**config.mk**
```make
export PLATFORM = sky130hd
export DESIGN_NAME = id_stage
export DESIGN_NICKNAME = d
export VERILOG_FILES = /design/src/rtl/core_pkg.sv /design/src/rtl/id_scoreboard.sv /design/src/rtl/id_stage.sv
export SDC_FILE = /design/constraint.sdc
export NUM_CORES = 1
export LEC_CHECK = 0
export BUFFER_PORTS_ARGS = -buffer_cell sky130_fd_sc_hd__buf_2
export CORE_ASPECT_RATIO = 0.75
export CORE_MARGIN = 2
export CORE_UTILIZATION = 42
export CTS_BUF_LIST = sky130_fd_sc_hd__clkbuf_4 sky130_fd_sc_hd__clkbuf_8
export CTS_CLUSTER_DIAMETER = 60
export DETAILED_ROUTE_END_ITERATION = 16
export PLACE_DENSITY = 0.66
export SLEW_MARGIN = 20
export SYNTH_ARGS = -nofsm -noshare
export SYNTH_HDL_FRONTEND = slang
export SYNTH_SLANG_ARGS = --single-unit
```
**constraint.sdc**
```tcl
create_clock -name clk -period 5.01 [get_ports clk]
set_clock_uncertainty 0.1 [all_clocks]
set_input_delay 1.002 -clock clk [delete_from_list [all_inputs] [get_ports clk]]
set_output_delay 1.002 -clock clk [all_outputs]
set_load 0.01 [all_outputs]
```
**src/rtl/core_pkg.sv**
```systemverilog
// Shared definitions for the 16-bit core: opcodes, ALU commands and
// instruction field positions. Used by decode and by the ALU.
package core_pkg;

  localparam logic [3:0] OP_RTYPE = 4'h0;
  localparam logic [3:0] OP_ADDI  = 4'h1;
  localparam logic [3:0] OP_LW    = 4'h2;
  localparam logic [3:0] OP_SW    = 4'h3;
  localparam logic [3:0] OP_BEQ   = 4'h4;
  localparam logic [3:0] OP_J     = 4'h5;

  localparam logic [2:0] ALU_ADD = 3'b000;
  localparam logic [2:0] ALU_SUB = 3'b001;
  localparam logic [2:0] ALU_SHL = 3'b010;
  localparam logic [2:0] ALU_SGT = 3'b011;
  localparam logic [2:0] ALU_SHR = 3'b100;
  localparam logic [2:0] ALU_AND = 3'b101;
  localparam logic [2:0] ALU_OR  = 3'b110;
  localparam logic [2:0] ALU_EQ  = 3'b111;

  localparam int OP_HI    = 15;
  localparam int OP_LO    = 12;
  localparam int RD_HI    = 11;
  localparam int RD_LO    = 9;
  localparam int RS_HI    = 8;
  localparam int RS_LO    = 6;
  localparam int RT_HI    = 5;
  localparam int RT_LO    = 3;
  localparam int FN_HI    = 2;
  localparam int FN_LO    = 0;
  localparam int IMM6_HI  = 5;
  localparam int IMM12_HI = 11;

endpackage

```
**src/rtl/id_scoreboard.sv**
```systemverilog
// Pending-write scoreboard: one bit per register, register 0 never pending.
// A set on the same register as a clear in the same cycle wins.
module id_scoreboard #(
  parameter int NREG = 8,
  localparam int AW = $clog2(NREG)
) (
  input  logic          clk,
  input  logic          rst_n,
  input  logic          set_en,
  input  logic [AW-1:0] set_addr,
  input  logic          clr_en,
  input  logic [AW-1:0] clr_addr,
  input  logic          fclr_en,
  input  logic [AW-1:0] fclr_addr,
  input  logic [AW-1:0] look_a,
  input  logic [AW-1:0] look_b,
  input  logic [AW-1:0] look_c,
  output logic          busy_a,
  output logic          busy_b,
  output logic          busy_c
);

  logic [NREG-1:0] pending_reg;
  logic [NREG-1:0] pending_next;

  genvar gi;
  generate
    for (gi = 0; gi < NREG; gi++) begin : g_bit
      if (gi == 0) begin : g_zero
        assign pending_next[gi] = 1'b0;
      end else begin : g_reg
        logic set_hit;
        logic clr_hit;
        assign set_hit = set_en && (set_addr == AW'(gi));
        assign clr_hit = (clr_en && (clr_addr == AW'(gi))) ||
                         (fclr_en && (fclr_addr == AW'(gi)));
        assign pending_next[gi] = set_hit || (pending_reg[gi] && !clr_hit);
      end
    end
  endgenerate

  always_ff @(posedge clk or negedge rst_n) begin
    if (!rst_n) begin
      pending_reg <= '0;
    end else begin
      pending_reg <= pending_next;
    end
  end

  assign busy_a = pending_reg[look_a];
  assign busy_b = pending_reg[look_b];
  assign busy_c = pending_reg[look_c];

endmodule

```
**src/rtl/id_stage.sv**
```systemverilog
// Instruction-decode stage with RAW/WAW hazard stalls and a one-deep output
// register. Optional stall counter output enabled by ID_STALL_CNT_EN.
module id_stage
  import core_pkg::*;
#(
  parameter int NREG = 8,
  parameter int XLEN = 16
) (
  input  logic            clk,
  input  logic            rst_n,
  input  logic            in_valid,
  output logic            in_ready,
  input  logic [XLEN-1:0] in_instr,
  input  logic [XLEN-1:0] in_pc,
  output logic            out_valid,
  input  logic            out_ready,
  output logic [XLEN-1:0] out_pc,
  output logic [2:0]      out_cmd,
  output logic [2:0]      out_rd,
  output logic [2:0]      out_rs,
  output logic [2:0]      out_rt,
  output logic [XLEN-1:0] out_imm,
  output logic            out_use_imm,
  output logic            out_wb,
  output logic            out_mem_rd,
  output logic            out_mem_wr,
  output logic            out_branch,
  output logic            out_jump,
  output logic            out_illegal,
  input  logic            flush,
  input  logic            wb_valid,
  input  logic [2:0]      wb_rd
`ifdef ID_STALL_CNT_EN
  ,
  output logic [15:0]     stall_cnt
`endif
);

  typedef struct packed {
    logic [XLEN-1:0] pc;
    logic [2:0]      cmd;
    logic [2:0]      rd;
    logic [2:0]      rs;
    logic [2:0]      rt;
    logic [XLEN-1:0] imm;
    logic            use_imm;
    logic            wb;
    logic            mem_rd;
    logic            mem_wr;
    logic            branch;
    logic            jump;
    logic            illegal;
  } bundle_t;

  bundle_t    dec_next;
  bundle_t    bundle_reg;
  logic       out_valid_reg;
  logic [3:0] opcode;
  logic       use_rs, use_rt, use_rd;
  logic       busy_rs, busy_rt, busy_rd;
  logic       hazard;
  logic       accept;

  assign opcode = in_instr[OP_HI:OP_LO];

  always_comb begin
    dec_next         = '0;
    dec_next.pc      = in_pc;
    dec_next.rd      = in_instr[RD_HI:RD_LO];
    dec_next.rs      = in_instr[RS_HI:RS_LO];
    dec_next.rt      = in_instr[RT_HI:RT_LO];
    dec_next.cmd     = ALU_ADD;
    dec_next.imm     = {{(XLEN-6){in_instr[IMM6_HI]}}, in_instr[IMM6_HI:0]};
    use_rs           = 1'b0;
    use_rt           = 1'b0;
    use_rd           = 1'b0;
    case (opcode)
      OP_RTYPE: begin
        dec_next.cmd = in_instr[FN_HI:FN_LO];
        dec_next.wb  = 1'b1;
        use_rs       = 1'b1;
        use_rt       = 1'b1;
      end
      OP_ADDI: begin
        dec_next.use_imm = 1'b1;
        dec_next.wb      = 1'b1;
        use_rs           = 1'b1;
      end
      OP_LW: begin
        dec_next.use_imm = 1'b1;
        dec_next.mem_rd  = 1'b1;
        dec_next.wb      = 1'b1;
        use_rs           = 1'b1;
      end
      OP_SW: begin
        dec_next.use_imm = 1'b1;
        dec_next.mem_wr  = 1'b1;
        use_rs           = 1'b1;
        use_rd           = 1'b1;
      end
      OP_BEQ: begin
        dec_next.cmd     = ALU_EQ;
        dec_next.branch  = 1'b1;
        dec_next.use_imm = 1'b1;
        use_rs           = 1'b1;
        use_rd           = 1'b1;
      end
      OP_J: begin
        dec_next.jump = 1'b1;
        dec_next.imm  = {{(XLEN-12){1'b0}}, in_instr[IMM12_HI:0]};
      end
      default: begin
        dec_next.illegal = 1'b1;
        dec_next.imm     = '0;
      end
    endcase
    if (dec_next.rd == 3'd0) begin
      dec_next.wb = 1'b0;
    end
  end

  // rd is looked up both as a store/branch source and for WAW on writers
  id_scoreboard #(.NREG(NREG)) u_scoreboard (
    .clk       (clk),
    .rst_n     (rst_n),
    .set_en    (accept && dec_next.wb),
    .set_addr  (dec_next.rd),
    .clr_en    (wb_valid),
    .clr_addr  (wb_rd),
    .fclr_en   (flush && out_valid_reg && bundle_reg.wb),
    .fclr_addr (bundle_reg.rd),
    .look_a    (dec_next.rs),
    .look_b    (dec_next.rt),
    .look_c    (dec_next.rd),
    .busy_a    (busy_rs),
    .busy_b    (busy_rt),
    .busy_c    (busy_rd)
  );

  assign hazard   = (use_rs && busy_rs) || (use_rt && busy_rt) ||
                    ((use_rd || dec_next.wb) && busy_rd);
  assign in_ready = (!out_valid_reg || out_ready) && !hazard && !flush;
  assign accept   = in_valid && in_ready;

  always_ff @(posedge clk or negedge rst_n) begin
    if (!rst_n) begin
      out_valid_reg <= 1'b0;
      bundle_reg    <= '0;
    end else if (accept) begin
      out_valid_reg <= 1'b1;
      bundle_reg    <= dec_next;
    end else if (out_ready || flush) begin
      out_valid_reg <= 1'b0;
    end
  end

  assign out_valid   = out_valid_reg;
  assign out_pc      = bundle_reg.pc;
  assign out_cmd     = bundle_reg.cmd;
  assign out_rd      = bundle_reg.rd;
  assign out_rs      = bundle_reg.rs;
  assign out_rt      = bundle_reg.rt;
  assign out_imm     = bundle_reg.imm;
  assign out_use_imm = bundle_reg.use_imm;
  assign out_wb      = bundle_reg.wb;
  assign out_mem_rd  = bundle_reg.mem_rd;
  assign out_mem_wr  = bundle_reg.mem_wr;
  assign out_branch  = bundle_reg.branch;
  assign out_jump    = bundle_reg.jump;
  assign out_illegal = bundle_reg.illegal;

`ifdef ID_STALL_CNT_EN
  logic [15:0] stall_cnt_reg;

  always_ff @(posedge clk or negedge rst_n) begin
    if (!rst_n) begin
      stall_cnt_reg <= '0;
    end else if (in_valid && hazard && !flush && (stall_cnt_reg != 16'hFFFF)) begin
      stall_cnt_reg <= stall_cnt_reg + 16'd1;
    end
  end

  assign stall_cnt = stall_cnt_reg;
`endif

endmodule

```
==> summary.md <==
| Metric | Value |
|---|---|
| Total power | 1.09 mW |
| Worst Hold Class | reg -> reg |
| Routed len/inst | 16.5 um |
| Max layer used | met4 |
| R2R setup slack | 1.90 ns |
| Post-CTS Setup Repair Bufs | 0 |
| H-Tree Depth | 2 |
| Final cycle utilization of the critical path | 0.777 |
| Top_reg_cell synth | dfrtp_1 |
| DRT met1 WL | 3.19 mm |
| Met2 routed WL | 2.93 mm |
| Max-Cap Viols | 0 |
| Initial antenna violation count | 0 |
| Synth area leaders | dfrtp_1, mux2_2, o21ai_0, o31ai_1, mux2_4 |
| Core ar. | 6320 um^2 |
| Clock sinks | 56 |
| Initial Util | 0.435 |
| Drt total wl | 6.61 mm |
| Share of post-route cells with drive strength above 1 | 0.450 |
| Mapped Nets | 278 |
| Crit. End Element | output pin |
| CP max-delay cell | o211ai_2 |
| Yosys reg bits | 56 |
| Cell variety after synth | 39 |
| Synthesized cell area | 2750 um^2 |
| Final-stage net count | 361 |
| VDD IR max | 0.000150 V |
| CP Class | in -> out |
| Rel. slew slack | 0.351 |
| HPWL Detailed | 4.76 mm |
| Most frequent cells in the layout | buf_2, dfrtp_1, o21ai_0 |
| Fin. Hold Viols | 0 |
| DR iter-0 viols | 63 |
| Vias in the first global route | 2,094 |
| Slowest stage delay, CP | 0.66 ns |
| Final Cell Area | 3350 um^2 |
| Footprint of the multi-input gates | 1240 um^2 |
| Routed Antenna Nets | 0 |
| Fmax | 257 MHz |
| Number of cells on the worst reg-to-reg path | 6 |
| Die Y | 74.1 um |
| Yosys top cell by area | dfrtp_1 |
| Clk buf depth | 2 |
| First-pass GRT wire length | 10.7 mm |
| Reg-to-Reg Start | u_scoreboard.pending_reg[3]$_DFF_PN0_ |
| Cts hold-fix bufs | 0 |
| CTS tree | built |
| Vias | 2,194 |
| Num CTS Buffers | 5 |
| Crit Reg-Reg Endpoint | out_imm[1]$_DFFE_PN0P_ |
| Post-synth EDFFs | 0 |
| Area grow syn2layout | 21.7% |
| RSZ-0062 raised after global routing | false |
| Number of flip-flops in the largest register | 16 |
| Fillers | 610 |
| Ys Warns | 0 |
| ANT cells | 0 |
| Clock root buffer | clkbuf_8 |
| WL met3 | 421 um |
| GPL Wtd Cong | 0.862 |
| Crit-path cells | buf_2, nor4_1, o21ai_1, o211ai_2, nor2_1, o31a_1, buf_2 |
| Endpoint, Worst Hold | out_rt[2]$_DFFE_PN0P_ |
| Min-delay src | out_rt[2]$_DFFE_PN0P_ |
| Leak pwr | 1.58 nW |
| Largest net degree at the start of global routing | 57 |
| Clock transition at path regs | 0.09 ns |
| Post-Place Cell Area | 3250 um^2 |
| Seq/Total Area, Yosys | 0.509 |
| I/O Pins | 94 |
| Vias/cell | 5.47 |
| Most common cell after layout, fill and taps aside | buf_2 |
| Critical Path AT | 2.79 ns |
| Port bufs | 93 |
| Actual slew at the worst max-slew pin | 0.973 ns |
| Ys async rst share | 1.00 |
| DRT Pass-1 Iters | 4 |
| CP max FO | 19 |
| Power Density | 327 nW/um^2 |
| Crit start category | input port |
| Min Tclk post-route | 3.89 ns |
| CP dominant cell by count | buf_2 |
| Die X | 97.5 um |
| Total Routing Usage GR | 0.187 |
| CTS resizes | 0 |
| FF/Latch Area | 1400 um^2 |
| Post-synth top area share | 0.509 |
| Std cell rows | 25 |
| Final setup TNS | 0 ns |
| Post-Syn Instances | 237 |
| Worst EP required | 3.91 ns |
| Die Area | 7220 um^2 |
| Max-slew violations | 0 |
| Avg Cell Area, Syn | 11.6 um^2 |
| Run status | finished clean |
| Hold depth | 1 |
| Clk Latency, worst-skew pair | 0.30 ns |
| Final setup fails | 0 |
| Fin Hold WS | 0.407 ns |
| DRC Markers | 0 |
| Gr ovfl total | 0 |
## area by class of cell
class                      count  share of cell area
sequential                    56               0.419
multi-input combinational    157               0.371
timing repair buffer          97               0.148
tap                           81              0.0303
clock buffer                   7              0.0288
inverter                       3             0.00336
## Yosys cell counts, types with 4 or more instances
| master | n |
|---|---|
| o221ai_1 | 6 |
| clkbuf_1 | 13 |
| nand2_1 | 15 |
| mux2_4 | 6 |
| o21ai_0 | 26 |
| mux2i_1 | 4 |
| nand2b_1 | 6 |
| buf_2 | 4 |
| mux2_2 | 25 |
| a21oi_1 | 8 |
| nor2_1 | 6 |
| dfrtp_1 | 56 |
| o31ai_1 | 16 |
| nor3_1 | 6 |
## worst max-delay path, delay by kind of cell
kind	cells	cell delay, ns
buf+inv	2	0.33
simple gates	2	0.52
compound gates	3	0.95
## metal layers
layer | global-route usage | vias up
met1 | 0.278 | 1079
met3 | 0.0470 | 7
met5 | 0 | -
met4 | 0.0463 | 0
li1 | - | 1044
met2 | 0.278 | 64
## worst max path at each step
stage                 start                     end  slack (ns)  cells past startpoint
2_1_floorplan  in_instr[13]                in_ready        1.28                      8
3_3_place_gp    in_instr[3]                in_ready        1.18                      7
3_5_place_dp   in_instr[13]  out_imm[1]$_DFFE_PN0P_        1.10                      7
4_1_cts        in_instr[14]                in_ready        1.13                      7
5_1_grt        in_instr[14]                in_ready        1.02                      7
6_report       in_instr[14]                in_ready        1.12                      7
## logic make-up (layout without fill, tap and decap cells)
| kind of cell | after synthesis | after routing | synth area share |
|---|---|---|---|
| AOI/OAI and AO/OA | 66 | 66 | 0.167 |
| buffers and inverters | 24 | 107 | 0.0414 |
| DFF | 56 | 56 | 0.509 |
| muxes | 40 | 40 | 0.182 |
| and+or+nand+nor | 51 | 51 | 0.0996 |
## per-stage QoR
step / instances / util / setup WS [ns]
2_1_floorplan: 237 / - / 1.28
3_3_place_gp: 394 / 0.515 / 1.18
3_5_place_dp: 394 / 0.515 / 1.10
4_1_cts: 401 / 0.530 / 1.13
5_1_grt: 401 / 0.530 / 1.02
6_report: 401 / 0.530 / 1.12
## power by group
part           leakage, nW  total [mW]  internal [mW]  switching [mW]
registers            0.710       0.560          0.518          0.0421
logic                0.822       0.269          0.129           0.140
clock network       0.0503       0.265          0.124           0.142
Note: power is estimated with default switching activity, not from simulation.
